===== src/rtl/tt_adder_driver.sv =====
// tt_adder_driver: valid/ready driver that applies operands to an external adder, samples its sum after LATENCY+1 edges and checks it.
// Ports: clk, rst_n (sync, active-low) | cmd_valid/cmd_ready/cmd_a/cmd_b command in
//        op_a/op_b operands out, res_in adder sum in | rsp_valid/rsp_ready/rsp_sum/rsp_carry/rsp_mismatch response out
//        err_clr/err_count mismatch counter (only with ADDER_DRV_ERRCNT_EN defined, else constant 0) | busy
module tt_adder_driver #(
  parameter int unsigned LATENCY = 1
) (
  input  logic       clk,
  input  logic       rst_n,
  input  logic       cmd_valid,
  output logic       cmd_ready,
  input  logic [7:0] cmd_a,
  input  logic [7:0] cmd_b,
  output logic [7:0] op_a,
  output logic [7:0] op_b,
  input  logic [7:0] res_in,
  output logic       rsp_valid,
  input  logic       rsp_ready,
  output logic [7:0] rsp_sum,
  output logic       rsp_carry,
  output logic       rsp_mismatch,
  input  logic       err_clr,
  output logic [7:0] err_count,
  output logic       busy
);
  typedef enum logic [1:0] {IDLE, WAIT, RESP} state_t;
  state_t     state_q;
  logic [7:0] op_a_q, op_b_q, rsp_sum_q;
  logic [3:0] cnt_q;
  logic       rsp_valid_q, rsp_carry_q, rsp_mismatch_q;
  logic [8:0] sum_d;
  logic       sample_d, mismatch_d;
  // op_a_q/op_b_q double as the latched command operands
  assign sum_d      = {1'b0, op_a_q} + {1'b0, op_b_q};
  assign sample_d   = (state_q == WAIT) && (cnt_q == 4'd0);
  assign mismatch_d = res_in != sum_d[7:0];
  // gated by rst_n so it is low during reset and high as soon as reset is released
  assign cmd_ready    = rst_n && (state_q == IDLE);
  assign busy         = state_q != IDLE;
  assign op_a         = op_a_q;
  assign op_b         = op_b_q;
  assign rsp_valid    = rsp_valid_q;
  assign rsp_sum      = rsp_sum_q;
  assign rsp_carry    = rsp_carry_q;
  assign rsp_mismatch = rsp_mismatch_q;
  always_ff @(posedge clk)
    if (!rst_n) begin
      state_q        <= IDLE;
      op_a_q         <= '0;
      op_b_q         <= '0;
      cnt_q          <= '0;
      rsp_valid_q    <= 1'b0;
      rsp_sum_q      <= '0;
      rsp_carry_q    <= 1'b0;
      rsp_mismatch_q <= 1'b0;
    end else if (state_q == IDLE) begin
      if (cmd_valid) begin
        op_a_q  <= cmd_a;
        op_b_q  <= cmd_b;
        cnt_q   <= 4'(LATENCY);
        state_q <= WAIT;
      end
    end else if (state_q == WAIT) begin
      if (sample_d) begin
        rsp_sum_q      <= res_in;
        rsp_carry_q    <= sum_d[8];
        rsp_mismatch_q <= mismatch_d;
        rsp_valid_q    <= 1'b1;
        state_q        <= RESP;
      end else begin
        cnt_q <= cnt_q - 4'd1;
      end
    end else if (rsp_ready) begin
      rsp_valid_q <= 1'b0;
      state_q     <= IDLE;
    end
`ifdef ADDER_DRV_ERRCNT_EN
  logic [7:0] err_q;
  // clear wins over a coincident increment
  always_ff @(posedge clk)
    if (!rst_n || err_clr) err_q <= '0;
    else if (sample_d && mismatch_d && err_q != 8'hFF) err_q <= err_q + 8'd1;
  assign err_count = err_q;
`else
  logic unused_err_clr;
  assign unused_err_clr = err_clr;
  assign err_count      = '0;
`endif
endmodule


===== config.mk =====
export PLATFORM = sky130hd
export DESIGN_NAME = tt_adder_driver
export DESIGN_NICKNAME = d
export VERILOG_FILES = /design/src/rtl/tt_adder_driver.sv
export SDC_FILE = /design/constraint.sdc
export NUM_CORES = 1
export LEC_CHECK = 0
export CAP_MARGIN = 5
export CORE_MARGIN = 2
export CORE_UTILIZATION = 43
export DETAILED_ROUTE_END_ITERATION = 16
export PLACE_DENSITY = 0.91
export SYNTH_ARGS = -nofsm -noshare
export SYNTH_HDL_FRONTEND = slang
export SYNTH_SLANG_ARGS = --single-unit

===== constraint.sdc =====
create_clock -name clk -period 2.2 [get_ports clk]
set_input_delay 0.55 -clock clk [delete_from_list [all_inputs] [get_ports clk]]
set_output_delay 0.55 -clock clk [all_outputs]
set_load 0.05 [all_outputs]

After elaboration in Yosys (flattened, before gate mapping)
Index checks and enable logic that the tools add are counted.
Word-level totals
  register bits: 33
  output and inout port bits: 37
Operators by class
  add/subtract/negate cells: 2
  equality and inequality tests: 6
  muxes and demuxes: 12
  bitwise operators: 1
  reductions and logical operators: 13
Operators by type and width (number)
  $mux W4: 4
  $reduce_and A3 Y1: 4
  $mux W2: 5
  $add A8 B8 Y9: 1
  $ne A8 B8 Y1: 1
  $reduce_bool A2 Y1: 3
  $logic_not A4 Y1: 1
  $ne A2 B2 Y1 const B: 2
  $sub A4 B1 Y4 const B: 1
  $mux W1: 3
  $ne A3 B3 Y1 const B: 1
  $reduce_bool A3 Y1: 1
  $eq A2 B1 Y1 const B: 1
  $logic_and A1 B1 Y1: 2
  $logic_not A2 Y1: 1
  $ne A2 B1 Y1 const B: 1
  $reduce_and A2 Y1: 1
  $not A1 Y1: 1

Longest topological paths before layout
Gate-level depths: netlist of run 1.
  depth after elaboration: 5
  depth in mapped cells: 8
  depth with buffers taken out: 8

Worst setup path before layout of run 1
No wires, ideal clock.
  path type: input port to output port
  start point: input rst_n
  end point: output cmd_ready
  data arrival time: 1.446 ns
  required time: 1.650 ns
  slack: 0.204 ns
  cell stages on the path: 3
  cells stage by stage: inv_1 clkbuf_1 nor2_1
Between the ends
  longest elaborated chain between the ends: 1
RTL lines
  start, declared: RTL line 9  | input logic rst_n,
  $logic_and A1 B1 Y1: RTL line 38  | assign cmd_ready = rst_n && (state_q == IDLE);
  end, declared: RTL line 11  | output logic cmd_ready,
Every way passes these cells.

Worst setup path in the final report of run 1
  start point: register state_q[1]
  end point: output busy
Between the ends
  longest elaborated chain between the ends: 1
RTL lines
  start, declared: RTL line 27  | state_t state_q;
  start signal, assigned: RTL line 48  | state_q <= IDLE;
  start signal, assigned: RTL line 61  | state_q <= WAIT;
  start signal, assigned: RTL line 69  | state_q <= RESP;
  $reduce_bool A2 Y1: RTL line 39  | assign busy = state_q != IDLE;
  end, declared: RTL line 24  | output logic busy
Every way passes these cells.

==> results.md, run 1 <==
| Result | Value | Unit |
|---|---|---|
| Result of the run | completed | - |
| Sequential group share of total power | 39.3 | % |
| Minimum clock period | 2.140 | ns |
| Overall die height | 66.05 | µm |
| Number of clock sinks seen by CTS | 33 | - |
| Hold-critical path depth | 2 | - |
| Number of buffers inserted for hold repair after clock tree synthesis | 0 | - |
| Primary FF master, synth | dfxtp_1 | - |
| DRC | 0 | - |
| Max frequency | 467.2 | MHz |
| Portion of the post-synthesis area used by sequential elements | 39.91 | % |
| Global route overflow | 0 | - |
| Fill cell total of the finished layout | 343 | - |
| Pre-antenna DRT Iters | 4 | - |
| Unique cell type count in the Yosys netlist | 35 | - |
| Total half-perimeter wirelength after legalization and detailed placement | 2856 | µm |
| Final number of hold-violating endpoints | 0 | - |
| CTS tree | built | - |
| Clock share of power | 25.8 | % |
| Max-cap violations | 0 | - |
| CP Max Fanout | 4 | - |
| Worst hold slack | 0.4530 | ns |
| Most frequent cells in the layout | 56 x nand2_1, 55 x clkdlybuf4s50_1, 33 x dfxtp_1, 30 x a21oi_1, 12 x xnor2_1 | - |
| Via-to-Cell Ratio | 4.884 | - |
| Setup repair bufs after CTS | 0 | - |
| TritonCTS Buffers | 5 | - |
| CP arrival | 1.59 | ns |
| Buffer depth of the longest clock path | 2 | - |
| Rel. slew slack | 60.51 | % |
| Ant diodes | 0 | - |
| Number of nets in the final layout | 301 | - |
| Fin util | 63.30 | % |
| Deepest level of the CTS H-tree | 2 | - |
| Kind of path behind the tightest hold check | flop to flop | - |
| Global placement routability congestion | 0.7657 | - |
| Pwr dens | 748.3 | nW/µm² |
| Maximum cell stage delay along the critical path | 0.79 | ns |
| Leading cell type in the layout, fill and taps excluded | nand2_1 | - |
| Warning count from the yosys run | 0 | - |
| I/O Buffers | 56 | - |
| Count of pins on the block boundary | 66 | - |
| RSZ-0062 raised after global routing | false | - |
| Chip Width | 66.05 | µm |
| Maximum number of pins on one net before global-route repair | 30 | - |
| R2R depth | 7 | - |
| Vias in the first global route | 1456 | - |
| Crit-path slowest cell | clkdlybuf4s50_1 | - |
| Total die area | 4362 | µm² |
| Lkg Pwr | 0.9139 | nW |
| Maximum clock skew at final layout | 0.002196 | ns |
| Violation count after the first detailed-route iteration | 55 | - |
| Final TNS setup | 0 | ns |
| Number of instances in the synthesized netlist | 204 | - |
| Synthesis-stage register bit count | 33 | - |
| Net switching power | 0.0006170 | W |
| Number of placement rows | 22 | - |
| Average wire length per cell after detail routing | 11.94 | µm |
| CP cell instances | nor2_1 > inv_1 > clkdlybuf4s50_1 | - |
| Wire length of the first global-routing pass | 6023 | µm |
| Switching part of the total | 35.32 | % |
| Type of element launching the critical path | flop | - |
| Final worst-path cycle share | 97.29 | % |
| Number of pins with negative max-slew slack in the final report | 0 | - |
| Via Count | 1514 | - |
| Growth of design area from synthesis to finish | 41.04 | % |
| Post_cts resized | 0 | - |
| Antenna violations before repair | 0 | - |
| Average cell area after synthesis | 8.114 | µm² |
| Clock Tree Root | clkbuf_8 | - |
| Count of final setup violators | 0 | - |
| Post-synthesis async set-or-reset flop share | 0 | % |
| Count of flip-flops with a built-in enable after synthesis | 0 | - |
| Clock insertion delay at the later pin of the skew report | 0.28 | ns |
| Antenna-violating nets left | 0 | - |
| Critical path data required time | 1.65 | ns |
| Clock-pin slew on the worst setup and hold paths | 0.06 | ns |
| Combinational power share | 34.9 | % |
| Critical Path End Type | output port | - |
| Overall fraction of global-route tracks in use | 17.78 | % |
| VDD IR-drop max | 0.0004651 | V |
| Proportion of layout cells with a drive suffix above 1 | 6.870 | % |
| Start-to-end type of the worst setup path | flop to output port | - |
| Wire length after detailed routing | 3700 | µm |
| Netlist area before placement | 1655 | µm² |
| Design internal power | 0.001130 | W |
| CP Depth | 3 | - |
| Least-Margin Pin Slew | 0.5909 | ns |
| Initial Util | 44.88 | % |
| Cell family with most CP delay | buffers and inverters | - |
| Area of the core | 3689 | µm² |
| Buffers and inverters on the worst path | 2 | - |
worst register-to-register path: stages, from the launching register on:
cell	delay (ns)
dfxtp_1	0.33
ha_1	0.23
fa_1	0.40
xor2_1	0.21
xnor2_1	0.15
nand4_1	0.12
nor4_2	0.22
a31oi_1	0.10
cell type report:
| class | count | area [µm²] | share of cell area (%) |
|---|---|---|---|
| multi-input combinational | 158 | 912.1 | 39.07 |
| sequential | 33 | 660.6 | 28.30 |
| timing repair buffer | 60 | 600.6 | 25.72 |
| clock buffer | 7 | 86.33 | 3.698 |
| tap | 48 | 60.06 | 2.572 |
| inverter | 4 | 15.01 | 0.6431 |
kinds of logic after synthesis:
group           synth area share [%]
compound gates                 15.12
xor+xnor                       8.465
fa+ha+maj                      8.012
buf+inv                        6.576
flops                          39.91
mux                           0.6047
other cells                   0.2265
simple gates                   21.09
Yosys cell counts, drive strengths merged, types with 2 or more instances:
cell type | count | share of area (%)
nand3 | 3 | 0.91
buf | 11 | 4.5
xor2 | 4 | 2.1
nor2 | 6 | 1.4
inv | 4 | 0.91
clkbuf | 5 | 1.1
o21ai | 2 | 0.60
nand2 | 57 | 13
o21a | 2 | 0.91
dfxtp | 33 | 40
nor3 | 5 | 1.5
xnor2 | 12 | 6.3
ha | 9 | 6.8
a21oi | 32 | 10
a31oi | 2 | 1.1
nand2b | 3 | 1.1
per-stage QoR:
stage	power [W]	setup slack (ns)	area, µm²	cells
floorplan	0.001123	0.2036	1682	211
global placement	0.001300	0.2237	2248	303
detailed placement	0.001312	0.1984	2248	303
CTS	0.001759	0.06260	2335	310
global route	0.001826	0.003389	2335	310
finish	0.001747	0.05970	2335	310
registers in the layout (all words and copies together), names as in the netlist:
register,cells
rsp_mismatch,1
op_b,8
state_q,2
rsp_sum,8
rsp_valid,1
rsp_carry,1
cnt_q,4
op_a,8
metal layers:
layer	wire length [µm]	GRT usage [%]	vias to the layer above
met5	0	0	-
met4	41	5.102	0
met3	219	6.303	4
met2	1880	33.59	43
met1	1559	18.29	691
li1	-	-	776
path summary, 6_finish.rpt:
kind,startpoint,end,slack (ns)
worst min register to register,rsp_sum[1],rsp_sum[1],0.45
worst max register to register,op_a[0],rsp_mismatch,0.32
worst min-delay path,rsp_sum[1],rsp_sum[1],0.45
worst max-delay path,state_q[1],busy,0.06
power by group through the flow:
stage          Sequential, W  Clock, W  Combinational, W
3_5_place_dp        0.000700         0          0.000612
3_3_place_gp        0.000698         0          0.000602
5_1_grt             0.000693  0.000477          0.000656
4_1_cts             0.000687  0.000456          0.000615
6_report            0.000687  0.000450          0.000610
2_1_floorplan       0.000834         0          0.000289
Power figures use the tool's default switching activity.
==> run 2: changes to the inputs <==
PLACE_DENSITY = not set   (was 0.91)
PLACE_DENSITY_LB_ADDON = 0.12   (was not set)
==> results.md, run 2 (synthesized netlist as in run 1, its figures left out) <==
| Result | Value | Unit |
|---|---|---|
| Final worst slack | 0.1317 | ns |
| Overall die height | 66.05 | µm |
| Maximum number of pins on one net before global-route repair | 30 | - |
| Destination of the worst register-to-register timing path | rsp_mismatch | - |
| CP arrival | 1.52 | ns |
| Hold-critical path depth | 2 | - |
| Final worst-path cycle share | 94.02 | % |
| Antenna-violating nets left | 0 | - |
| Via-to-Cell Ratio | 4.725 | - |
| Net switching power | 0.0006322 | W |
| Growth of design area from synthesis to finish | 41.12 | % |
| Least-Margin Pin Slew | 0.5021 | ns |
| R2R depth | 7 | - |
| Leading cell type in the layout, fill and taps excluded | nand2_1 | - |
| Worst min-delay path endpoint | rsp_sum[1] | - |
| Number of placement rows | 22 | - |
| Clock insertion delay at the later pin of the skew report | 0.29 | ns |
| Cell family with most CP delay | buffers and inverters | - |
| VDD IR-drop max | 0.0003303 | V |
| Ant diodes | 0 | - |
| CTS tree | built | - |
| Chip Width | 66.05 | µm |
| Via Count | 1479 | - |
| Minimum clock period | 2.068 | ns |
| Fin util | 63.33 | % |
| RSZ-0062 raised after global routing | false | - |
| Clock-pin slew on the worst setup and hold paths | 0.06 | ns |
| Proportion of layout cells with a drive suffix above 1 | 7.925 | % |
| Vias in the first global route | 1415 | - |
| R2R Path Start | op_a[0] | - |
| Number of pins with negative max-slew slack in the final report | 0 | - |
| Design internal power | 0.001100 | W |
| Wire length of the first global-routing pass | 6161 | µm |
| CP Max Fanout | 4 | - |
| Number of clock sinks seen by CTS | 33 | - |
| Non-filler cells in the finished layout | 313 | - |
| Worst hold slack | 0.4528 | ns |
| Number of nets in the final layout | 303 | - |
| Total die area | 4362 | µm² |
| Minimum setup slack among reg-to-reg paths | 0.35 | ns |
| Rel. slew slack | 66.42 | % |
| Average wire length per cell after detail routing | 11.67 | µm |
| Final number of hold-violating endpoints | 0 | - |
| Lkg Pwr | 0.9330 | nW |
| Maximum clock skew at final layout | 0.005392 | ns |
| Clock Tree Root | clkbuf_8 | - |
| Sequential group share of total power | 39.6 | % |
| Critical path data required time | 1.65 | ns |
| Overall fraction of global-route tracks in use | 18.71 | % |
| Max frequency | 483.5 | MHz |
| Wire length after detailed routing | 3652 | µm |
| Start-to-end type of the worst setup path | flop to output port | - |
| Startpoint of the lowest-slack hold path | rsp_sum[1] | - |
| Buffer depth of the longest clock path | 2 | - |
| Final TNS setup | 0 | ns |
| Deepest level of the CTS H-tree | 2 | - |
| I/O Buffers | 56 | - |
| Maximum cell stage delay along the critical path | 0.83 | ns |
| Max-cap violations | 0 | - |
| Total half-perimeter wirelength after legalization and detailed placement | 2734 | µm |
| CP Launch Point | op_b[1] | - |
| Buffers and inverters on the worst path | 1 | - |
| Result of the run | completed | - |
| Critical Path End Type | output port | - |
| Switching part of the total | 36.49 | % |
| Number of buffers inserted for hold repair after clock tree synthesis | 0 | - |
| Type of element launching the critical path | flop | - |
| DRC | 0 | - |
| Pre-antenna DRT Iters | 4 | - |
| Crit-path slowest cell | clkdlybuf4s50_1 | - |
| Count of pins on the block boundary | 66 | - |
| Violation count after the first detailed-route iteration | 125 | - |
| Count of final setup violators | 0 | - |
| Area of the core | 3689 | µm² |
| Kind of path behind the tightest hold check | flop to flop | - |
| Initial Util | 44.88 | % |
| Antenna violations before repair | 0 | - |
| Combinational power share | 35.2 | % |
| Most frequent cells in the layout | 56 x nand2_1, 54 x clkdlybuf4s50_1, 33 x dfxtp_1, 30 x a21oi_1, 12 x xnor2_1 | - |
| Global placement routability congestion | 0.7937 | - |
| Number of placed cells counting well taps | 305 | - |
| Setup repair bufs after CTS | 0 | - |
| TritonCTS Buffers | 5 | - |
| Pwr dens | 741.7 | nW/µm² |
| Clock share of power | 25.3 | % |
| CP cell instances | clkdlybuf4s50_1 | - |
| Global route overflow | 0 | - |
| DP Worst Slack | 0.2281 | ns |
[run 2: cell count changes in the layout (fill, tap and decap cells not counted)]
| cell | previous run | this run |
|---|---|---|
| buf_4 | 4 | 7 |
| clkdlybuf4s50_1 | 55 | 54 |
| dlymetal6s2s_1 | 0 | 1 |
| buf_12 | 1 | 0 |
| clkinv_2 | 0 | 2 |
| clkbuf_8 | 6 | 5 |
[run 2: how the worst max path moves through the flow]
| stage | cells past startpoint | to |
|---|---|---|
| finish | 1 | op_b[1] |
| global route | 1 | op_b[1] |
| CTS | 3 | busy |
| detailed placement | 4 | cmd_ready |
| global placement | 4 | cmd_ready |
| floorplan | 3 | cmd_ready |
[run 2: what timing repair did]
| item | CTS | global route |
|---|---|---|
| endpoints found under the setup margin | 0 | 1 |
| hold endpoints to repair | 0 | 0 |
| gates resized for setup | 0 | 1 |
[run 2: cell type report]
type | count | area (µm²)
Timing Repair Buffer | 62 | 605.6
Tap cell | 48 | 60.06
Multi-Input combinational cell | 158 | 912.1
Fill cell | 354 | 1353
Sequential cell | 33 | 660.6
Inverter | 4 | 15.01
Clock buffer | 6 | 72.57
Clock inverter | 2 | 10.01
[run 2: worst reg2reg max path: stages, from the launching register on]
cell	delay [ns]
dfxtp_1	0.32
ha_1	0.23
fa_1	0.40
xor2_1	0.18
xnor2_1	0.13
nand4_1	0.12
nor4_2	0.25
a31oi_1	0.10
[run 2: power by group through the flow]
stage          registers (W)  clock network (W)  logic [W]
4_1_cts             0.000687           0.000441   0.000614
3_5_place_dp        0.000700                  0   0.000611
5_1_grt             0.000692           0.000467   0.000660
3_3_place_gp        0.000699                  0   0.000609
2_1_floorplan       0.000834                  0   0.000289
6_report            0.000686           0.000438   0.000609
[run 2: metal layers]
layer	GRT usage (%)	vias to the layer above	share of wire, %
met4	6.888	0	1.1
met3	5.622	4	5.4
met2	31.31	48	46
met5	0	-	0
li1	-	785	-
met1	22.60	642	48
[run 2: per-stage QoR]
stage	total power, W	cell area, µm²
5_1_grt	0.001820	2336
2_1_floorplan	0.001123	1682
6_report	0.001733	2336
3_5_place_dp	0.001311	2251
3_3_place_gp	0.001307	2251
4_1_cts	0.001742	2333
==> run 3: changes to the inputs <==
CAP_MARGIN = 20   (was 5)
==> results of run 3 <==
Same layout as run 2: the final DEF is identical, and so are final timing and power.
